$ cat src/rtl/button_debounce.sv
// Purpose: debounce N_BTN push-buttons on slow-clock ticks; emit clean level plus press/release/long pulses.
// Latency: btn_press rises STABLE_TICKS ticks after the first pressed sample, plus ~3 clk_in cycles of sync/tick detect.
// Backpressure: none; pulses are single-cycle and unconditional, and the consumer must sample every cycle.
module button_debounce #(
  parameter int N_BTN        = 4,
  parameter int STABLE_TICKS = 2,
  parameter int LONG_TICKS   = 8,
  parameter int ACTIVE_LOW   = 1
) (
  input  logic             clk_in,
  input  logic             rst_n,
  input  logic             slow_clk,
  input  logic [N_BTN-1:0] btn_raw,
  output logic [N_BTN-1:0] btn_level,
  output logic [N_BTN-1:0] btn_press,
  output logic [N_BTN-1:0] btn_release,
  output logic [N_BTN-1:0] btn_long,
  output logic             tick
);

  localparam int SW = $clog2(STABLE_TICKS + 1);
  localparam int LW = $clog2(LONG_TICKS + 1);
  // Raw level a released button presents; the synchronisers reset to it so
  // reset release never looks like a press.
  localparam logic POL = (ACTIVE_LOW != 0);
  localparam logic [N_BTN-1:0] RAW_IDLE = {N_BTN{POL}};

  typedef enum logic [1:0] {
    ST_IDLE = 2'd0,
    ST_HELD = 2'd1,
    ST_LONG = 2'd2
  } state_t;

  // Synchroniser and tick-detect chain.
  logic             slow_s1_q, slow_s1_d;
  logic             slow_s2_q, slow_s2_d;
  logic             slow_s3_q, slow_s3_d;
  logic [N_BTN-1:0] btn_s1_q, btn_s1_d;
  logic [N_BTN-1:0] btn_s2_q, btn_s2_d;
  logic [N_BTN-1:0] sample;

  // Per-button debounce and hold tracking.
  logic [N_BTN-1:0] level_q, level_d;
  logic [N_BTN-1:0] press_q, press_d;
  logic [N_BTN-1:0] release_q, release_d;
  logic [N_BTN-1:0] long_q, long_d;
  logic [SW-1:0]    stab_cnt_q [N_BTN];
  logic [SW-1:0]    stab_cnt_d [N_BTN];
  logic [LW-1:0]    long_cnt_q [N_BTN];
  logic [LW-1:0]    long_cnt_d [N_BTN];
  state_t           state_q    [N_BTN];
  state_t           state_d    [N_BTN];

  // Next values for the synchroniser flops: plain shift chains.
  always_comb begin
    slow_s1_d = slow_clk;
    slow_s2_d = slow_s1_q;
    slow_s3_d = slow_s2_q;
    btn_s1_d  = btn_raw;
    btn_s2_d  = btn_s1_q;
  end

  // Rising edge of the synchronised slow clock; normalise buttons to pressed=1.
  assign tick   = slow_s2_q & ~slow_s3_q;
  assign sample = btn_s2_q ^ {N_BTN{POL}};

  // Debounce counters and per-button press/hold FSM.
  always_comb begin
    level_d   = level_q;
    press_d   = '0;
    release_d = '0;
    long_d    = '0;
    for (int i = 0; i < N_BTN; i++) begin
      stab_cnt_d[i] = stab_cnt_q[i];
      long_cnt_d[i] = long_cnt_q[i];
      state_d[i]    = state_q[i];

      // Stability counter: a sample matching the current level wipes any
      // progress, so a bouncing contact never accumulates credit.
      if (tick) begin
        if (sample[i] == level_q[i]) begin
          stab_cnt_d[i] = '0;
        end else if (stab_cnt_q[i] + SW'(1) == SW'(STABLE_TICKS)) begin
          level_d[i]    = ~level_q[i];
          stab_cnt_d[i] = '0;
          press_d[i]    = ~level_q[i];
          release_d[i]  = level_q[i];
        end else begin
          stab_cnt_d[i] = stab_cnt_q[i] + SW'(1);
        end
      end

      // The accepting tick is hold tick 0; the counter freezes in LONG so
      // btn_long fires once per press. Release always wins over long.
      case (state_q[i])
        ST_IDLE: begin
          if (press_d[i]) begin
            state_d[i]    = ST_HELD;
            long_cnt_d[i] = '0;
          end
        end
        ST_HELD: begin
          if (release_d[i]) begin
            state_d[i] = ST_IDLE;
          end else if (tick) begin
            if (long_cnt_q[i] + LW'(1) == LW'(LONG_TICKS)) begin
              state_d[i]    = ST_LONG;
              long_d[i]     = 1'b1;
              long_cnt_d[i] = LW'(LONG_TICKS);
            end else begin
              long_cnt_d[i] = long_cnt_q[i] + LW'(1);
            end
          end
        end
        ST_LONG: begin
          if (release_d[i]) begin
            state_d[i] = ST_IDLE;
          end
        end
        default: begin
          state_d[i] = ST_IDLE;
        end
      endcase
    end
  end

  // State register; async reset drops every output at once, with no release pulse.
  always_ff @(posedge clk_in or negedge rst_n) begin
    if (!rst_n) begin
      slow_s1_q <= 1'b0;
      slow_s2_q <= 1'b0;
      slow_s3_q <= 1'b0;
      btn_s1_q  <= RAW_IDLE;
      btn_s2_q  <= RAW_IDLE;
      level_q   <= '0;
      press_q   <= '0;
      release_q <= '0;
      long_q    <= '0;
      for (int i = 0; i < N_BTN; i++) begin
        stab_cnt_q[i] <= '0;
        long_cnt_q[i] <= '0;
        state_q[i]    <= ST_IDLE;
      end
    end else begin
      slow_s1_q <= slow_s1_d;
      slow_s2_q <= slow_s2_d;
      slow_s3_q <= slow_s3_d;
      btn_s1_q  <= btn_s1_d;
      btn_s2_q  <= btn_s2_d;
      level_q   <= level_d;
      press_q   <= press_d;
      release_q <= release_d;
      long_q    <= long_d;
      for (int i = 0; i < N_BTN; i++) begin
        stab_cnt_q[i] <= stab_cnt_d[i];
        long_cnt_q[i] <= long_cnt_d[i];
        state_q[i]    <= state_d[i];
      end
    end
  end

  assign btn_level   = level_q;
  assign btn_press   = press_q;
  assign btn_release = release_q;
  assign btn_long    = long_q;

endmodule

$ cat config.mk
export PLATFORM = sky130hd
export DESIGN_NAME = button_debounce
export DESIGN_NICKNAME = d
export VERILOG_FILES = /design/src/rtl/button_debounce.sv
export SDC_FILE = /design/constraint.sdc
export NUM_CORES = 1
export LEC_CHECK = 0
export BUFFER_PORTS_ARGS = -buffer_cell sky130_fd_sc_hd__buf_2
export CORE_MARGIN = 10
export CORE_UTILIZATION = 60
export DETAILED_ROUTE_END_ITERATION = 8
export HOLD_SLACK_MARGIN = 0.08
export MAX_ROUTING_LAYER = met4
export PLACE_DENSITY = 0.87
export REMOVE_ABC_BUFFERS = 1
export SYNTH_ARGS = -nofsm -noshare
export SYNTH_HDL_FRONTEND = slang
export SYNTH_SLANG_ARGS = --single-unit
export TNS_END_PERCENT = 50
$ cat constraint.sdc
create_clock -name clk_in -period 2.9 [get_ports clk_in]
set_input_delay 0.29 -clock clk_in [delete_from_list [all_inputs] [get_ports clk_in]]
set_output_delay 0.29 -clock clk_in [all_outputs]
set_load 0.01 [all_outputs]
After elaboration in Yosys (flattened, before gate mapping)
Cells that the tools add are included.
{ "totals": {"output_inout_bits": 17, "reg_bits": 59, "inputBits": 7, "elab_cells": 199} }
{ "op_classes": {"add_sub_neg": 8, "muxes": 92, "bitwise_logic": 11, "eq_ne": 44, "reduce_logical": 20} }
{ "op_table": {"columns": ["op", "count"], "rows": [
  ["4-bit 2-to-1 mux", 16],
  ["2-bit 2-to-1 mux", 28],
  ["1-bit 2-to-1 mux", 40],
  ["2-bit != test (second input constant)", 16],
  ["4-bit case mux with 2 select lines", 4],
  ["4-bit AND reduction", 8],
  ["3-bit != test (second input constant)", 8],
  ["2-bit case mux with 3 select lines", 4],
  ["4-bit by 1-bit adder with 4-bit output (second input constant)", 4],
  ["2-bit equality test (second input constant)", 8],
  ["4-bit equality test (second input constant)", 4],
  ["3-bit AND reduction", 4],
  ["1-bit NOT", 9],
  ["2-bit by 1-bit adder with 2-bit output (second input constant)", 4],
  ["2-bit by 1-bit equality test with 1-bit output (second input constant)", 4],
  ["2-bit logical NOT", 4],
  ["2-bit nonzero test", 4],
  ["1-bit equality test", 4],
  ["4-bit NOT", 1],
  ["1-bit bitwise AND", 1]
]} }

Logic depth before layout (Yosys ltp)
{ "logic_depth": {"depth_word": 7, "mapped_depth": 6, "depth_no_buf": 5} }

Worst setup path after synthesis
Ideal clock, no wire load.
{ "synth_timing": {"kind": "register to register", "start": "register level_q[2] (netlist: btn_level[2])", "end": "register long_cnt_q[6] (netlist bit)", "period_less_slack_ns": 1.615, "t_arrival_ns": 1.489, "path_stages_with_launch": 5, "slack_ns": 1.285, "path_buffers": 0, "required_ns": 2.774, "setup_time_ns": 0.126, "cell_sequence": "dfrtp_1 -> nor4b_2 -> a211oi_1 -> or3_4 -> a221o_1"} }
{ "synth_via": {"elab_chain_cells": 6, "word_cells_on_any_way": 11, "classes_between": "3 x eq/ne; 6 x mux; 1 x bitwise; 1 x reduce/logical"} }
{ "synth_lines": {"columns": ["item", "line", "rtl"], "rows": [
  ["start: declaration", "43", "logic [N_BTN-1:0] level_q, level_d;"],
  ["start signal: assignment", "150", "level_q <= level_d;"],
  ["1-bit NOT", "86", "press_d[i] = ~level_q[i];"],
  ["1-bit 2-to-1 mux", "83", "end else if (stab_cnt_q[i] + SW'(1) == SW'(STABLE_TICKS)) begin"],
  ["1-bit 2-to-1 mux", "81", "if (sample[i] == level_q[i]) begin"],
  ["1-bit 2-to-1 mux", "80", "if (tick) begin"],
  ["2-bit != test (no line)", null, null],
  ["4-bit AND reduction (no line) *", null, null],
  ["end signal: indexed assignment", "156", "long_cnt_q[i] <= long_cnt_d[i];"],
  ["end: declaration", "49", "logic [LW-1:0] long_cnt_q [N_BTN];"]
]} }
Every way passes the cells marked *; elsewhere a longest branch is shown, timed or not.
A chain may end at the register's enable or synchronous reset.

Final worst setup path
{ "layout_timing": {"start": "register slow_s3_q", "end": "register long_cnt_q[9] (netlist bit)"} }
{ "layout_via": {"elab_chain_cells": 5, "word_cells_on_any_way": 8, "classes_between": "3 x eq/ne; 2 x mux; 2 x bitwise; 1 x reduce/logical"} }
{ "layout_lines": {"columns": ["item", "line", "rtl"], "rows": [
  ["start: declaration", "37", "logic slow_s3_q, slow_s3_d;"],
  ["start signal: assignment", "147", "slow_s3_q <= slow_s3_d;"],
  ["1-bit NOT *", "64", "assign tick = slow_s2_q & ~slow_s3_q;"],
  ["1-bit bitwise AND *", "64", null],
  ["1-bit 2-to-1 mux", "80", null],
  ["2-bit != test (no line)", null, null],
  ["4-bit AND reduction (no line) *", null, null]
]} }
Marked as above.

==> impl_metrics.env <==
export IMPL_clk_path_buf_depth=2
export IMPL_port_buffers=23
export IMPL_cts_root_buf="clkbuf_8"
export IMPL_gp_congestion=0.769
export IMPL_cp_max_fo=25
export IMPL_avgRoutedWirePerCell_microns=15.2
export IMPL_grt_max_degree=60
export IMPL_numCtsBuffers=9
export IMPL_ys_seq_elements=59
export IMPL_tns_ns=0
export IMPL_critical_path_arrival_ns=2.02
export IMPL_track_usage_pct=15.0
export IMPL_worstSetupEndpointType="flip-flop"
export IMPL_first_iter_violations=146
export IMPL_maxCapViolCount=0
export IMPL_setup_violations_final=0
export IMPL_firstDrtPassIters=4
export IMPL_cts_tree="built"
export IMPL_outcome="finished clean"
export IMPL_min_period_ns=1.81
export IMPL_dp_final_hpwl_microns=3310
export IMPL_async_reset_ff_share_pct=100
export IMPL_stdcell_count=326
export IMPL_finalHoldViolCount=0
export IMPL_grt_pass1_wl_microns=8760
export IMPL_finalCritPeriodShare_pct=62.5
export IMPL_clk_latency_ns=0.33
export IMPL_tightest_slew_ns=0.701
export IMPL_worstPathRequired_ns=3.11
export IMPL_fp_dieH_microns=86.6
export IMPL_netlist_instances=234
export IMPL_fp_row_count=24
export IMPL_min_path_type="in -> async"
export IMPL_coreArea_sq_um=4320
export IMPL_ys_flop_type="dfrtp_1"
export IMPL_die_area_sq_um=7500
export IMPL_synth_area_sq_um=2660
export IMPL_vias=1922
export IMPL_criticalPathCategory="reg -> reg"
export IMPL_dp_cells=305
export IMPL_synth_area_per_cell_sq_um=11.4
export IMPL_io_pins=24
export IMPL_grt_setup_unrepaired="no"
export IMPL_drc=0
export IMPL_die_width_microns=86.6
export IMPL_areaGrowthSynthToFinish_pct=15.9
export IMPL_fin_nets=281
export IMPL_path_clk_slew_ns=0.07
export IMPL_htree_levels=3
export IMPL_fin_area_sq_um=3090
export IMPL_antenna_found_initial=0
export IMPL_ys_seq_area_share_pct=55.9
export IMPL_cts_sinks=59
export IMPL_pwr_density_cell_nw_per_um2=869
export IMPL_start_util_pct=61.5
export IMPL_start_kind="flip-flop"
export IMPL_ir_drop_uv=491
export IMPL_grt_overflow=0
export IMPL_grt_pass1_vias=1861
export IMPL_synth_distinct_cells=62
export IMPL_slew_headroom_pct=53.3
export IMPL_drtAntennaViolNets=0
export IMPL_viasPerCell=5.90
export IMPL_clock_fmax_mhz=552
export IMPL_fin_skew_ns=0.0102
export IMPL_drive_gt1_share_pct=20.8
export IMPL_antenna_cells=0
export IMPL_ctsResizeCount=0
export IMPL_final_max_slew_violation_count=0
export IMPL_ys_warn_count=0
export IMPL_post_dp_cell_area_sq_um=2830
export IMPL_cellLeakagePower_nw=1.42
export IMPL_synth_edf_count=0
export IMPL_wl_microns=4960
==> layout make-up <==
type | instances | area (sq um)
clock buffer | 11 | 131
sequential | 59 | 1490
tap | 52 | 65.1
inverter | 8 | 30.0
multi-input combinational | 162 | 1120
fill | 322 | 1240
clock inverter | 5 | 77.6
timing repair buffer | 29 | 173
==> power breakdown <==
| part | switching [W] | leakage [nW] | internal [W] |
|---|---|---|---|
| Combinational | 0.000328 | 0.584 | 0.000325 |
| Sequential | 0.000235 | 0.731 | 0.000995 |
| Clock | 0.000315 | 0.103 | 0.000481 |
==> flip-flops by register name (all words and copies together) (netlist names) <==
register	cells
btn_press	4
btn_release	4
stab_cnt_q	8
long_cnt_q	16
state_q	8
btn_long	4
btn_level	4
slow_s3_q	1
btn_s1_q	4
slow_s1_q	1
slow_s2_q	1
btn_s2_q	4
==> cell usage in the layout, fill, tap and decap left out, types with 3 or more instances in the layout <==
cell type and count:
dlygate4sd3_1 5, nand2_1 13, o211ai_1 4, nand3_1 10, nor2_1 16, ha_1 5
nor3_1 10, and3_1 3, dfstp_2 8, o31ai_1 4, a22o_1 5, or2_1 3
dfrtp_1 51, mux2_1 3, clkbuf_8 9, inv_1 6, o21ai_0 3, nor3b_1 4
nor2b_1 4, a21o_1 3, nor4_1 3, a211o_1 3, a21oi_1 9, o21a_1 4
buf_2 23, nand2b_1 5
==> what timing repair did <==
action                                  in CTS  in global routing
endpoints found under the hold margin        5                  0
hold buffers                                 5                  0
setup buffers                                0                  0
endpoints found under the setup margin       0                  0
==> synth_stat cells (2+ instances only) <==
cell type	n	area, sq um
a211o_1	3	26.3
a211oi_1	2	15.0
a21boi_1	2	15.0
a21o_1	3	22.5
a21oi_1	9	45.0
a221o_1	2	20.0
a22o_1	5	43.8
and2_1	2	12.5
and2b_1	2	15.0
and3_1	3	18.8
and3b_1	2	17.5
buf_2	3	15.0
dfrtp_1	51	1280
dfstp_2	8	210
ha_1	5	62.6
inv_1	6	22.5
inv_2	2	7.51
mux2_1	3	33.8
nand2_1	13	48.8
nand2b_1	5	31.3
nand3_1	10	50.1
nand3b_1	2	15.0
nor2_1	16	60.1
nor2b_1	4	25.0
nor3_1	10	50.1
nor3b_1	4	30.0
nor4_1	3	18.8
nor4b_2	2	30.0
o211ai_1	4	30.0
o21a_1	4	30.0
o21ai_0	3	15.0
o21ai_1	2	10.0
o31ai_1	4	30.0
or2_1	3	18.8
or3_1	2	12.5
or3_4	2	22.5
xnor2_1	2	17.5
xor2_1	2	17.5
==> layer usage <==
layer  part of all wire (%)  vias up  GRT usage [%]
li1                       -      941              -
met1                     47      908           18.1
met2                     45       60           21.6
met3                    5.6       13           5.63
met4                    2.2        0           7.36
met5                      0        -              -
==> worst max-delay path: stages, from the launching register on <==
cell and delay, ns:
dfrtp_1 0.39, nand2b_4 0.27, inv_2 0.25, nand3_1 0.20
a21o_1 0.27, a221o_1 0.30
==> through the flow <==
step           utilization, %  hold slack [ns]  setup slack, ns  power (W)
3_5_place_dp             65.4            0.342             1.11    0.00189
4_1_cts                  71.4            0.106             1.11    0.00270
2_1_floorplan               -         -0.00559             1.29    0.00169
5_1_grt                  71.4            0.140            0.951    0.00287
6_report                 71.4           0.0864             1.09    0.00268
3_3_place_gp             65.4            0.333             1.19    0.00185
==> worst paths after layout <==
kind	to	slack [ns]	start	cells past startpoint
worst min-delay path	state_q[3]	0.09	rst_n	2
max in group asynchronous	btn_level[1]	2.34	rst_n	2
worst max register to register	long_cnt_q[9]	1.09	slow_s3_q	5
worst min register to register	btn_s2_q[0]	0.35	btn_s1_q[0]	0
min in group clk_in	btn_s2_q[0]	0.35	btn_s1_q[0]	0
worst max-delay path	long_cnt_q[9]	1.09	slow_s3_q	5
==> kinds of logic (layout without fill, tap and decap cells) <==
logic type      Yosys count  after routing  share of synthesized area (%)
compound gates           56             56                           15.8
xor+xnor                  4              4                           1.32
fa+ha+maj                 5              5                           2.35
buf+inv                  13             53                           1.97
flops                    59             59                           55.9
mux                       5              5                           2.21
simple gates             92             92                           20.5
Note: power is estimated with default switching activity, not from simulation.
